### src/rtl/dsram_axi_bridge.sv
// ----------------------------------------------------------------------------
// dsram_axi_bridge
//
// Converts the pipeline's single-cycle data SRAM request (from EX) into one
// single-beat AXI4 transaction. While the transaction is outstanding the
// pipeline is stalled. Completed read data is kept in a register that MEM
// consumes.
//
// Ports:
//   clk, rst                 single clock, asynchronous active-high reset
//   data_sram_*_i            request from EX: enable, byte write enables
//                            (0000 = read), byte address, lane-aligned data
//   data_sram_rdata_o        word returned by the most recent read
//   stallreq_o               stall request while an access is outstanding
//   ar*_o / arready_i        AXI4 read address channel
//   r*_i  / rready_o         AXI4 read data channel
//   aw*_o / awready_i        AXI4 write address channel
//   w*_o  / wready_i         AXI4 write data channel
//   b*_i  / bready_o         AXI4 write response channel
// ----------------------------------------------------------------------------
module dsram_axi_bridge #(
  parameter logic [3:0] AXI_ID = 4'd1
) (
  input  logic        clk,
  input  logic        rst,

  input  logic        data_sram_en_i,
  input  logic [3:0]  data_sram_wen_i,
  input  logic [31:0] data_sram_addr_i,
  input  logic [31:0] data_sram_wdata_i,
  output logic [31:0] data_sram_rdata_o,
  output logic        stallreq_o,

  output logic [3:0]  arid_o,
  output logic [31:0] araddr_o,
  output logic [7:0]  arlen_o,
  output logic [2:0]  arsize_o,
  output logic [1:0]  arburst_o,
  output logic        arvalid_o,
  input  logic        arready_i,

  input  logic [3:0]  rid_i,
  input  logic [31:0] rdata_i,
  input  logic [1:0]  rresp_i,
  input  logic        rlast_i,
  input  logic        rvalid_i,
  output logic        rready_o,

  output logic [3:0]  awid_o,
  output logic [31:0] awaddr_o,
  output logic [7:0]  awlen_o,
  output logic [2:0]  awsize_o,
  output logic [1:0]  awburst_o,
  output logic        awvalid_o,
  input  logic        awready_i,

  output logic [31:0] wdata_o,
  output logic [3:0]  wstrb_o,
  output logic        wlast_o,
  output logic        wvalid_o,
  input  logic        wready_i,

  input  logic [3:0]  bid_i,
  input  logic [1:0]  bresp_i,
  input  logic        bvalid_i,
  output logic        bready_o
);

  typedef enum logic [2:0] {
    IDLE,
    RD_ADDR,
    RD_DATA,
    WR_REQ,
    WR_RESP,
    DONE
  } state_t;

  state_t      state_q;
  logic [31:0] addr_q;
  logic [3:0]  wen_q;
  logic [31:0] wdata_q;
  logic [31:0] rdata_q;
  logic        arvalid_q;
  logic        rready_q;
  logic        awvalid_q;
  logic        wvalid_q;
  logic        bready_q;

  // Responses and IDs are not acted on: the bridge never aborts or retries.
  logic        unusedInputs;
  assign unusedInputs = ^{rid_i, rresp_i, bid_i, bresp_i};

  // A write channel counts as finished if it already handshook earlier
  // (valid dropped) or handshakes in the current cycle.
  logic awDone;
  logic wDone;
  assign awDone = ~awvalid_q | awready_i;
  assign wDone  = ~wvalid_q  | wready_i;

  // Main FSM: state, latched request and all handshake outputs are registered
  // here so they change only on clock edges and clear instantly on reset.
  always_ff @(posedge clk or posedge rst) begin
    if (rst) begin
      state_q   <= IDLE;
      addr_q    <= '0;
      wen_q     <= '0;
      wdata_q   <= '0;
      rdata_q   <= '0;
      arvalid_q <= 1'b0;
      rready_q  <= 1'b0;
      awvalid_q <= 1'b0;
      wvalid_q  <= 1'b0;
      bready_q  <= 1'b0;
    end else begin
      case (state_q)
        IDLE: begin
          if (data_sram_en_i) begin
            addr_q  <= data_sram_addr_i;
            wen_q   <= data_sram_wen_i;
            wdata_q <= data_sram_wdata_i;
            if (data_sram_wen_i == 4'b0000) begin
              state_q   <= RD_ADDR;
              arvalid_q <= 1'b1;
            end else begin
              state_q   <= WR_REQ;
              awvalid_q <= 1'b1;
              wvalid_q  <= 1'b1;
            end
          end
        end

        RD_ADDR: begin
          if (arready_i) begin
            arvalid_q <= 1'b0;
            rready_q  <= 1'b1;
            state_q   <= RD_DATA;
          end
        end

        RD_DATA: begin
          if (rvalid_i && rlast_i) begin
            rdata_q  <= rdata_i;
            rready_q <= 1'b0;
            state_q  <= DONE;
          end
        end

        WR_REQ: begin
          if (awvalid_q && awready_i) begin
            awvalid_q <= 1'b0;
          end
          if (wvalid_q && wready_i) begin
            wvalid_q <= 1'b0;
          end
          if (awDone && wDone) begin
            bready_q <= 1'b1;
            state_q  <= WR_RESP;
          end
        end

        WR_RESP: begin
          if (bvalid_i) begin
            bready_q <= 1'b0;
            state_q  <= DONE;
          end
        end

        DONE: begin
          state_q <= IDLE;
        end

        default: begin
          state_q   <= IDLE;
          arvalid_q <= 1'b0;
          rready_q  <= 1'b0;
          awvalid_q <= 1'b0;
          wvalid_q  <= 1'b0;
          bready_q  <= 1'b0;
        end
      endcase
    end
  end

  // Stall is combinational so the pipeline freezes in the request cycle
  // itself; it is gated by rst so it drops the moment reset is asserted.
  assign stallreq_o = ~rst &
                      (((state_q == IDLE) & data_sram_en_i) |
                       ((state_q != IDLE) & (state_q != DONE)));

  assign data_sram_rdata_o = rdata_q;

  assign arid_o    = AXI_ID;
  assign araddr_o  = {addr_q[31:2], 2'b00};
  assign arlen_o   = 8'd0;
  assign arsize_o  = 3'b010;
  assign arburst_o = 2'b01;
  assign arvalid_o = arvalid_q;
  assign rready_o  = rready_q;

  assign awid_o    = AXI_ID;
  assign awaddr_o  = {addr_q[31:2], 2'b00};
  assign awlen_o   = 8'd0;
  assign awsize_o  = 3'b010;
  assign awburst_o = 2'b01;
  assign awvalid_o = awvalid_q;

  assign wdata_o   = wdata_q;
  assign wstrb_o   = wen_q;
  assign wlast_o   = 1'b1;
  assign wvalid_o  = wvalid_q;
  assign bready_o  = bready_q;

endmodule

### config.mk
export PLATFORM = sky130hd
export DESIGN_NAME = dsram_axi_bridge
export DESIGN_NICKNAME = d
export VERILOG_FILES = /design/src/rtl/dsram_axi_bridge.sv
export SDC_FILE = /design/constraint.sdc
export NUM_CORES = 1
export LEC_CHECK = 0
export ABC_AREA = 1
export BUFFER_PORTS_ARGS = -buffer_cell sky130_fd_sc_hd__buf_4
export CAP_MARGIN = 25
export CORE_AREA = 2 2 113 115
export DETAILED_ROUTE_END_ITERATION = 8
export DIE_AREA = 0 0 115 117
export PLACE_DENSITY = 0.85
export SLEW_MARGIN = 5
export SYNTH_ARGS = -nofsm -noshare
export SYNTH_HDL_FRONTEND = slang
export SYNTH_SLANG_ARGS = --single-unit
### constraint.sdc
create_clock -name clk -period 4.1 [get_ports clk]
set_input_delay 0.205 -clock clk [delete_from_list [all_inputs] [get_ports clk]]
set_output_delay 0.205 -clock clk [all_outputs]
set_load 0.1 [all_outputs]
==> run summary <==
Synth
- sky130_fd_sc_hd__dfrtp_1 — most instantiated flip-flop cell in the synthesis netlist
- 106 — register bit count reported by yosys
- 579 — cells after synthesis
- 0 — Synth Warn #
- 100% — share of flip-flops with an asynchronous set or reset
- sky130_fd_sc_hd__dfrtp_1 — area leader, netlist
- 0.00496 mm^2 — summed instance area of the synthesized netlist
- sky130_fd_sc_hd__nand2_1 (191), sky130_fd_sc_hd__dfrtp_1 (106), sky130_fd_sc_hd__buf_4 (70), sky130_fd_sc_hd__nand3_1 (70), sky130_fd_sc_hd__inv_1 (44) — most frequent cells after synthesis
- 53.5% — area share of the largest cell type after synthesis
- 8.56 um^2 — mean post-synth cell area
- sky130_fd_sc_hd__dfrtp_1 (54%), sky130_fd_sc_hd__nand2_1 (14%), sky130_fd_sc_hd__buf_4 (11%) — cell types occupying the most area after synthesis
- sky130_fd_sc_hd__nand2_1 — most frequently used cell type in the post-synthesis netlist
- 0 — count of flip-flops with a built-in enable after synthesis
- 25 — number of library cell types mapped by synthesis
- 53.5% — register area share after synthesis

Critical path
- 2.11 ns — setup slack on the worst flop-to-flop path
- arvalid_o — Worst Setup EP
- 47 — Critical Path Fanout Max
- flip-flop — Worst Setup Start Kind
- flip-flop — Worst setup EP type
- 4.33 ns — required time at the endpoint of the critical path
- arvalid_o — RR Endpoint
- 7 — number of cell instances on the worst register-to-register path
- 2.22 ns — critical path data arrival time
- state_q[2] — Crit Reg-Reg Startpoint
- state_q[2] — worst setup path startpoint
- flip-flop to flip-flop — kind of critical path

CTS
- 106 — Clock Sink Count
- 0 — setup repair bufs after CTS
- 3 — CTS H-tree lvls
- 0.07 ns — Reg clk slew, reported paths
- 9 — Num CTS Buffers
- 0.34 ns — clock latency at the later pin of the worst-skew pair
- sky130_fd_sc_hd__clkbuf_16 — buffer cell driving the clock tree root
- 2 — clk buf depth
- 0 — total of cells resized after clock tree synthesis
- built — clock tree from TritonCTS

Timing
- 48.6% — Tcrit/Tclk final
- 1.99 ns — fin crit period
- 0.502 GHz — Max Freq
- 0 — hold violation count in the final report
- 0.00905 ns — Post-Route Skew
- 0 — final count of pins violating max slew
- no — RSZ-0062 raised after global routing
- 0 — final setup violation count
- 0 ns — accumulated negative setup slack
- 42.4% — remaining max-slew budget at the tightest pin
- 0.0892 ns — final worst hold slack
- 0.864 ns — transition time of the tightest slew-check pin

Placed design
- 8840 um — placed wire-length estimate after detailed placement
- 0.863 — global placer's final weighted congestion
- 240 — count of port buffers added during placement
- 0.00642 mm^2 — placement-stage cell area

Floorplan
- 0.0123 mm^2 — Core Box Area
- 41 — FP Rows
- 117 um — die boundary height
- 115 um — die span in x
- 40.3% — effective utilization at floorplan
- 0.0135 mm^2 — die area
- 294 — I/O Pins

Run
- 0 — number of maximum-capacitance violations

Route
- 0 — Post-DRT Antenna Nets
- 4.57 — via-per-instance ratio
- 221 — Iteration-0 DRC Markers
- 0 — count of unresolved DRC violations after routing
- 13.3 um — post-detailed-route wirelength per cell
- 12,300 um — final wirelength
- 4,237 — overall via count from detail_route
- 4 — drt first pass iters

Cells and area
- 0.00671 mm^2 — cell area after layout
- 54.5% — utilization after layout
- 34.6% — fraction of final layout cells sized beyond drive strength 1
- 35.3% — area overhead of the layout relative to synthesis
- 893 — layout net count
- 0 — antenna fix cells

Min path
- input port to flip-flop — worst min-delay path class

Global route
- 70 — pin count of the biggest net entering global routing
- 3,849 — via count of the first global-routing pass
- 18,400 um — wire length of the first global-routing pass
- 0 — antenna violations before repair
- 17.5% — GRT Resource Usage Total
- 0 — GRT overflow

Outcome
- finished clean — result of the run

-- per-layer routing --
| layer | global-route usage, % | share of wire, % | routed length [um] | vias up |
|---|---|---|---|---|
| met4 | 6.75 | 2.1 | 257 | 0 |
| met3 | 5.41 | 9.3 | 1140 | 19 |
| li1 | - | - | - | 2074 |
| met5 | 0 | 0 | 0 | - |
| met1 | 20.5 | 39 | 4780 | 1956 |
| met2 | 30.2 | 50 | 6140 | 188 |
-- per-stage QoR --
step,setup WS (ns),std cells
2_1_floorplan,0.0174,616
3_3_place_gp,2.07,910
3_5_place_dp,2.07,910
4_1_cts,2.06,927
5_1_grt,1.90,927
6_report,2.11,927
-- state kept, by name, indices dropped and copies added (netlist names) --
register,cells
rready_o,1
wstrb_o,4
state_q,3
bready_o,1
wdata_o,32
wvalid_o,1
addr_q,30
arvalid_o,1
data_sram_rdata_o,32
awvalid_o,1
-- critical path, stage by stage (launching register included) --
cell and delay (ns):
sky130_fd_sc_hd__dfrtp_1 0.47, sky130_fd_sc_hd__inv_2 0.16, sky130_fd_sc_hd__nand2_4 0.09, sky130_fd_sc_hd__nor2_8 0.29, sky130_fd_sc_hd__buf_4 0.52, sky130_fd_sc_hd__a21oi_1 0.17, sky130_fd_sc_hd__nand3_1 0.12, sky130_fd_sc_hd__nand2_1 0.06
-- worst min path at each step --
stage | cells after the start | slack, ns | start | end
after floorplan | 2 | 0.34 | rdata_i[11] | data_sram_rdata_o[11]
after global placement | 2 | 0.27 | rst | wdata_o[26]
after detailed placement | 2 | 0.27 | rst | wdata_o[26]
after CTS | 3 | 0.08 | data_sram_wdata_i[25] | wdata_o[25]
after global routing | 3 | 0.08 | data_sram_wdata_i[25] | wdata_o[25]
final | 3 | 0.09 | data_sram_wdata_i[25] | wdata_o[25]
-- what timing repair did --
action / 4_1_cts / 5_1_grt
hold buffers: 1 / 0
endpoints found under the hold margin: 37 / 0
setup endpoints to repair: 0 / 0
-- logic make-up (layout without fill, tap and decap cells) --
kind of cell | count (synthesis) | count (layout) | share of synthesized area [%]
other | 2 | 39 | 0.151
buffers and inverters | 145 | 306 | 17.4
AOI/OAI and AO/OA | 44 | 44 | 4.52
and+or+nand+nor | 282 | 282 | 24.5
DFF | 106 | 106 | 53.5
-- layout by cell type (no fill, tap or decap), drive strengths merged, types with 2 or more instances in the layout --
cell type	n
nor2	15
buf	242
o21ai	36
dfrtp	106
clkinv	2
conb	39
clkbuf	11
clkinvlp	2
a21oi	6
nand2	194
inv	48
nand3	71
-- cell type report --
| type | instances | area, um^2 |
|---|---|---|
| fillers | 1114 | 5600 |
| flip-flops and latches | 106 | 2650 |
| repair buffers | 243 | 1830 |
| multi-input cells | 365 | 1580 |
| clock buffers | 11 | 243 |
| well taps | 150 | 188 |
| inverters | 47 | 179 |
| clock inverters | 5 | 37.5 |
Power is left out: the tool's default activity adds up to more than one toggle a clock period on the data nets, which glitch-free logic cannot reach.
